[config.mk]
export PLATFORM = sky130hd
export DESIGN_NAME = instr_sequencer
export DESIGN_NICKNAME = d
export VERILOG_FILES = /design/src/rtl/seq_pkg.sv /design/src/rtl/seq_step_decode.sv /design/src/rtl/instr_sequencer.sv
export SDC_FILE = /design/constraint.sdc
export NUM_CORES = 1
export LEC_CHECK = 0
export CORE_UTILIZATION = 33
export CTS_CLUSTER_DIAMETER = 80
export DETAILED_ROUTE_END_ITERATION = 10
export PLACE_DENSITY_LB_ADDON = 0.12
export SYNTH_ARGS = -nofsm -noshare
export SYNTH_HDL_FRONTEND = slang
export SYNTH_SLANG_ARGS = --single-unit
export TNS_END_PERCENT = 5
[constraint.sdc]
create_clock -name clk -period 1.6 [get_ports clk]
set_clock_uncertainty 0.1 [all_clocks]
set_input_delay 0.32 -clock clk [delete_from_list [all_inputs] [get_ports clk]]
set_output_delay 0.32 -clock clk [all_outputs]
set_load 0.05 [all_outputs]
[src/rtl/seq_pkg.sv]
// Shared types and constants for the instruction sequencer.
// Pure declarations; no logic or latency of its own.
// No flow control here; consumers own the handshakes.
package seq_pkg;

   localparam int INSTR_W    = 8;
   localparam int RAM_AW     = 2;
   localparam int GPR_AW     = 3;
   localparam int ALU_CODE_W = 3;
   localparam int OP_W       = 3;

   // Instruction field positions: opcode [7:5], gpr [4:2], ram [1:0]
   localparam int OP_LSB  = 5;
   localparam int GPR_LSB = 2;
   localparam int RAM_LSB = 0;

   localparam logic [OP_W-1:0] OP_STORE  = 3'b000;
   localparam logic [OP_W-1:0] OP_LOOKUP = 3'b001;
   localparam logic [OP_W-1:0] OP_RMOV   = 3'b010;
   localparam logic [OP_W-1:0] OP_ALU    = 3'b011;

   localparam logic [1:0] SEL_RAM = 2'b00;
   localparam logic [1:0] SEL_ROM = 2'b01;
   localparam logic [1:0] SEL_ALU = 2'b10;

   typedef enum logic [2:0] {
      S_IDLE  = 3'd0,
      S_RAMWR = 3'd1,
      S_RAMRD = 3'd2,
      S_ROMRD = 3'd3,
      S_GPRWR = 3'd4,
      S_ALU   = 3'd5,
      S_NOP   = 3'd6,
      S_ILL   = 3'd7
   } seq_state_t;

   // Last step of a sequence: the next instruction may be taken in this cycle.
   function automatic logic is_final(input seq_state_t s);
      return (s == S_RAMWR) || (s == S_GPRWR) || (s == S_ALU) ||
             (s == S_NOP)   || (s == S_ILL);
   endfunction

endpackage

[src/rtl/seq_step_decode.sv]
// Next-step function of the sequencer FSM (state, opcode, ram field).
// Purely combinational, zero latency.
// No handshake; the caller qualifies i_accept with its own ready.
module seq_step_decode
   import seq_pkg::*;
(
   input  seq_state_t      i_state,
   input  logic            i_accept,
   input  logic [OP_W-1:0] i_opcode,
   input  logic [1:0]      i_ram_field,
   output seq_state_t      o_state_nxt
);

   // On accept, jump to the first step of the new opcode; otherwise walk the current sequence.
   always_comb begin
      o_state_nxt = S_IDLE;
      if (i_accept) begin
         case (i_opcode)
            OP_STORE:  o_state_nxt = S_RAMWR;
            OP_LOOKUP: o_state_nxt = S_RAMRD;
            // A register move from RAM slot 0 is reserved and rejected.
            OP_RMOV:   o_state_nxt = (i_ram_field == 2'b00) ? S_ILL : S_RAMRD;
            OP_ALU:    o_state_nxt = S_ALU;
            default:   o_state_nxt = S_NOP;
         endcase
      end else begin
         case (i_state)
            S_RAMRD: o_state_nxt = (i_opcode == OP_LOOKUP) ? S_ROMRD : S_GPRWR;
            S_ROMRD: o_state_nxt = S_GPRWR;
            default: o_state_nxt = S_IDLE;
         endcase
      end
   end

endmodule

[src/rtl/instr_sequencer.sv]
// Expands one 8-bit instruction into a timed sequence of datapath enable strobes.
// Step 1 appears the cycle after the handshake; all outputs are Moore (registered state + latch).
// instr_ready is high in IDLE and in the last step, so back-to-back instructions run bubble-free.
module instr_sequencer
   import seq_pkg::*;
(
   input  logic                  clk,
   input  logic                  rst,
   input  logic                  instr_valid,
   input  logic [INSTR_W-1:0]    instr_data,
   output logic                  instr_ready,
   output logic                  ram_rd_en,
   output logic                  ram_wr_en,
   output logic [RAM_AW-1:0]     ram_address,
   output logic                  rom_rd_en,
   output logic                  rom_kernal_en,
   output logic                  rom_rst_n,
   output logic                  gpr_wr_en,
   output logic [GPR_AW-1:0]     gpr_address,
   output logic [1:0]            sel_decR2R,
   output logic                  alu_en,
   output logic [ALU_CODE_W-1:0] alu_code,
   output logic                  done,
   output logic                  illegal_op
);

   seq_state_t         r_state;
   seq_state_t         w_state_nxt;
   logic [INSTR_W-1:0] r_instr;
   logic               r_live;      // low in reset and the cycle it is released
   logic               w_accept;
   logic [OP_W-1:0]    w_dec_op;
   logic [1:0]         w_dec_ram;
   logic [OP_W-1:0]    w_lat_op;

   assign w_lat_op    = r_instr[OP_LSB +: OP_W];
   assign instr_ready = r_live && ((r_state == S_IDLE) || is_final(r_state));
   assign w_accept    = instr_valid && instr_ready;

   // The first step must be chosen from the incoming word; later steps use the latch.
   assign w_dec_op  = w_accept ? instr_data[OP_LSB +: OP_W]  : w_lat_op;
   assign w_dec_ram = w_accept ? instr_data[RAM_LSB +: 2]    : r_instr[RAM_LSB +: 2];

   seq_step_decode u_step_decode (
      .i_state     (r_state),
      .i_accept    (w_accept),
      .i_opcode    (w_dec_op),
      .i_ram_field (w_dec_ram),
      .o_state_nxt (w_state_nxt)
   );

   // State register, instruction latch and post-reset live flag.
   always_ff @(posedge clk) begin
      if (rst) begin
         r_state <= S_IDLE;
         r_instr <= '0;
         r_live  <= 1'b0;
      end else begin
         r_state <= w_state_nxt;
         r_live  <= 1'b1;
         if (w_accept) begin
            r_instr <= instr_data;
         end
      end
   end

   // Addresses and ALU code follow the latch, so they hold between instructions.
   assign ram_address   = r_instr[RAM_LSB +: RAM_AW];
   assign gpr_address   = r_instr[GPR_LSB +: GPR_AW];
   assign alu_code      = w_lat_op;
   assign rom_rst_n     = r_live;
   assign rom_kernal_en = 1'b0;

   // Moore strobe decode: exactly one strobe group per step.
   always_comb begin
      ram_rd_en  = 1'b0;
      ram_wr_en  = 1'b0;
      rom_rd_en  = 1'b0;
      gpr_wr_en  = 1'b0;
      alu_en     = 1'b0;
      sel_decR2R = SEL_RAM;
      done       = 1'b0;
      illegal_op = 1'b0;
      case (r_state)
         S_RAMWR: begin
            ram_wr_en = 1'b1;
            done      = 1'b1;
         end
         S_RAMRD: begin
            ram_rd_en  = 1'b1;
            sel_decR2R = SEL_RAM;
         end
         S_ROMRD: begin
            rom_rd_en = 1'b1;
         end
         S_GPRWR: begin
            gpr_wr_en  = 1'b1;
            sel_decR2R = (w_lat_op == OP_LOOKUP) ? SEL_ROM : SEL_RAM;
            done       = 1'b1;
         end
         S_ALU: begin
            alu_en     = 1'b1;
            sel_decR2R = SEL_ALU;
            done       = 1'b1;
         end
         S_NOP: begin
            done = 1'b1;
         end
         S_ILL: begin
            illegal_op = 1'b1;
         end
         default: begin
         end
      endcase
   end

endmodule
Word-level counts from Yosys, hierarchy flattened
Cells that the tools add are included.

cells by class
  equal/unequal tests = 11
  muxes and demuxes = 17
  reductions and logical operators = 11

operators with widths
  cell                                                 count
  equality test 3 x 2 -> 1 bit, second input constant  4
  equality test 3 bit, second input constant           4
  two-way mux 3 bit                                    4
  one-hot mux 3 bit (4 select lines)                   1
  equality test 3 x 1 -> 1 bit, second input constant  3
  two-way mux 1 bit                                    9
  zero test 3 bit                                      2
  one-hot mux 3 bit (2 select lines)                   1
  logical OR 1 bit                                     5
  one-hot mux 2 bit (2 select lines)                   1
  OR reduction 4 bit                                   1
  logical AND 1 bit                                    2
  zero test 2 bit                                      1
  two-way mux 2 bit                                    1

storage, ports and cells
  flip-flop bits (word level) = 12
  output and inout bits = 20

Logic depth before layout (Yosys ltp)
  depth in word-level cells = 13
  gate-level depth with buffers = 4
  mapped depth without buffers = 3

Modules after synthesis
Synthesis repeated with hierarchy kept, for this count alone.

unflattened totals
  cells, all modules = 81
  area, all modules = 706.9 um^2

modules (own cells, without submodules)
  module           times used  cells an instance  area each (um^2)  seq. area each (um^2)
  instr_sequencer  1           66                 601.8             240.2
  seq_step_decode  1           15                 105.1             0.0

Worst setup path after synthesis
No wires, ideal clock.

  kind = register to output
  start point = register r_instr[5]
  end point = output sel_decR2R[0]
  arrival time = 1.812 ns
  data required time = 1.180 ns
  slack = -0.632 ns
  cell stages (with the launch flop) = 3
  buffers on the path = 0
  cell sequence = dfxtp_1 > or4b_4 > nor2_1

on the way
  cells in the longest elaborated chain, start to end = 3

ends and longest elaborated chain
  element                             line                   source
  from (decl)                         instr_sequencer.sv:29  logic [INSTR_W-1:0] r_instr;
  from (signal assigned)              instr_sequencer.sv:62  r_instr <= instr_data;
  equality test 3 x 1 -> 1 bit        instr_sequencer.sv:98  sel_decR2R = (w_lat_op == OP_LOOKUP) ? SEL_ROM : SEL_RAM;
  two-way mux 1 bit                   instr_sequencer.sv:98
  one-hot mux 2 bit (2 select lines)  instr_sequencer.sv:84  case (r_state)
  to (decl)                           instr_sequencer.sv:20  output logic [1:0] sel_decR2R,

No other way between the ends.

Worst setup path in the final report
  start point = register r_instr[7]
  end point = output sel_decR2R[0]

Same word-level chain as after synthesis.

==> summary.md <==
| Metric | Value |
|---|---|
| Final Max Tran Viols | `0` |
| Final-report hold violation count | `0` |
| Port Buffers | `29` |
| Worst R2R Setup Slack | `0.05 ns` |
| Yosys reg bits | `12` |
| CP arrival | `1.42 ns` |
| Final core occ | `76.6%` |
| Total chip power | `826 uW` |
| Fmax | `544 MHz` |
| Slowest cell on the critical path | `or4b_4` |
| Drt via density | `5.19` |
| 1st-iter DRT viols | `8` |
| All-Layer GR Usage | `19.3%` |
| Yosys warning total | `0` |
| Largest net degree at the start of global routing | `10` |
| Synth top area share | `41.7%` |
| Final worst path period share | `115%` |
| H-tree depth | `1` |
| # rows | `14` |
| Peak supply drop | `0.000567 V` |
| Clk root buf | `clkbuf_4` |
| Die Width | `43.8 um` |
| Violated checks | `DRC, setup timing` |
| CTS Sinks | `12` |
| Max Cap Viol | `0` |
| First-pass GRT wire length | `2730 um` |
| Synth async-reset ratio | `0%` |
| TritonCTS clock tree | `yes` |
| Status | `finished, violations left` |
| Num ports | `31` |
| Die area | `0.00191 mm2` |
| Routability cong. | `0.886` |
| PwrDens | `691 mW/mm2` |
| Hold Path Depth | `2` |
| Post-synthesis sequential area ratio | `41.7%` |
| Synthesized Nets | `85` |
| Worst Setup Path Type | `flip-flop to output pin` |
| DRC errors left | `3` |
| Synth cell count leaders | `dfxtp_1, a21oi_1, nand3_1` |
| Setup violations, final | `7` |
| Starting Density | `36.9%` |
| Cell taking the most area after synthesis | `dfxtp_1` |
| RSZ-0062 raised after global routing | `yes` |
| Insertion delay to the later sink of the worst-skew pair | `0.28 ns` |
| DRT Pass-1 Iters | `7` |
| CP peak stage delay | `0.56 ns` |
| Detailed placement HPWL | `1250 um` |
| Ratio of cells with drive above 1 in the final layout | `38.9%` |
| CP Capture Type | `output pin` |
| ANT cells | `0` |
| Setup ws final | `-0.237 ns` |
| Synth-to-layout area growth | `108%` |
| Vias | `669` |
| Placed insts | `125` |
| CP required | `1.18 ns` |
| Most frequent cell after synthesis | `dfxtp_1` |
| Worst path cell trace | `or4b_4 -> nor2_4 -> buf_12` |
| Dpl ws | `0.0258 ns` |
| CP Launch Point | `r_instr[7]$_SDFFE_PP0N_` |
| Fill count | `109` |
| Non-Filler Instances | `129` |
| GRT Residual Overflow | `0` |
| Hold Slack | `0.422 ns` |
| R2R Path Start | `r_instr[7]$_SDFFE_PP0N_` |
| Worst Hold Launch | `r_instr[4]$_SDFFE_PP0N_` |
| Maximum net fanout on the critical path | `3` |
| Hold Path Class | `flip-flop to flip-flop` |
| Antenna Violating Nets Remaining | `0` |
| DP Area | `0.00115 mm2` |
| Syn avg cell area | `7.78 um2` |
| CTS Buffer Depth | `2` |
| Top FF cell, synth | `dfxtp_1` |
| Hold EP | `r_instr[4]$_SDFFE_PP0N_` |
| Routed WL | `1580 um` |
| Critical R2R Capture | `r_state[0]$_SDFF_PP0_` |
| DR WL/cell | `12.3 um` |
| Setup TNS Final | `-0.528 ns` |
| Worst setup SP type | `flip-flop` |
| Post-synth EDFFs | `0` |
| Core area | `0.00156 mm2` |
| Initial antenna violation count | `0` |
| Layout Cell Area excl Fill | `0.00119 mm2` |
| # nets final | `125` |
| Area contributors post-synth | `dfxtp_1, a21oi_1, nand3_1` |
| Die height | `43.8 um` |
| Leak Pwr | `0.487 nW` |
| Setup bufs post-CTS | `0` |
| Vias in the first global route | `611` |
| CTS clk-pin slew, worst paths | `0.07 ns` |
| Post-synthesis cell count | `74` |
| Yosys cell types | `21` |
| Crit path time final | `1.84 ns` |
| Cells on worst reg2reg path | `3` |
| TritonCTS buffer count | `3` |
| Syn Std Cell Area | `576 um2` |
worst max-delay path, delay by kind of cell (launching register included):
family	cells	cell delay [ns]
and+or+nand+nor	2	0.68
DFF	1	0.32
buffers and inverters	1	0.14
registers in the layout, summed over array words and instances (netlist names):
name,count
r_instr,8
r_state,3
rom_rst_n,1
final cells by class:
class	count	area, um2	share of cell area (%)
repair buffers	40	563	47.1
multi-input cells	54	322	26.9
flip-flops and latches	12	243	20.3
clock buffers	4	36.3	3.04
well taps	16	20.0	1.68
inverters	3	11.3	0.942
kinds of logic after synthesis:
family	count (synthesis)	synth area share [%]
AO/OA/AOI/OAI	22	22.2
AND/OR/NAND/NOR	31	29.6
flip-flops	12	41.7
other	1	0.652
buffers and inverters	8	5.87
power by group:
part	total [mW]	internal (mW)	switching [mW]
logic	0.253	0.124	0.130
clock network	0.246	0.138	0.108
registers	0.327	0.313	0.0137
worst max-delay path by stage:
| stage | end | slack (ns) | cells after the start |
|---|---|---|---|
| final | sel_decR2R[0] | -0.24 | 3 |
| after global routing | sel_decR2R[0] | -0.30 | 3 |
| after CTS | sel_decR2R[0] | -0.24 | 3 |
| after detailed placement | r_state[0]$_SDFF_PP0_ | 0.03 | 4 |
| after global placement | r_state[0]$_SDFF_PP0_ | 0.07 | 4 |
| after floorplan | sel_decR2R[0] | -0.26 | 2 |
repair_timing:
action / CTS / global route
gates resized for setup: 3 / 1
gates cloned: 0 / 0
hold buffers: 0 / 0
endpoints found under the setup margin: 8 / 10
layer usage:
metal	routed length, um	part of all wire, %	global-route usage, %	vias up
met1	648	41	21.4	298
met2	799	50	33.1	30
met3	94	5.9	4.17	7
li1	-	-	-	334
met5	0	0	0	-
met4	42	2.7	11.9	0
cells in the final DEF, fill, tap and decap left out:
master	netlist	final
buf_12	0	19
inv_1	3	3
nor3_1	2	1
nand2_1	1	1
o21ai_0	5	5
nand2b_4	0	1
dfxtp_2	0	2
o21ai_2	1	1
o21ai_1	4	4
o41ai_2	1	1
and3_2	1	1
nand3_1	10	10
nor3_2	0	1
nor2b_1	3	3
clkbuf_4	0	3
or3_4	1	1
a21oi_1	10	10
clkdlybuf4s50_1	0	10
dfxtp_1	12	10
o21bai_1	1	1
nand2b_1	2	1
clkbuf_8	0	1
and2_1	2	2
conb_1	1	1
buf_4	1	11
or4b_4	1	1
nor2_4	0	1
nor2_1	8	7
No activity file was read; power rests on OpenSTA's default activity.
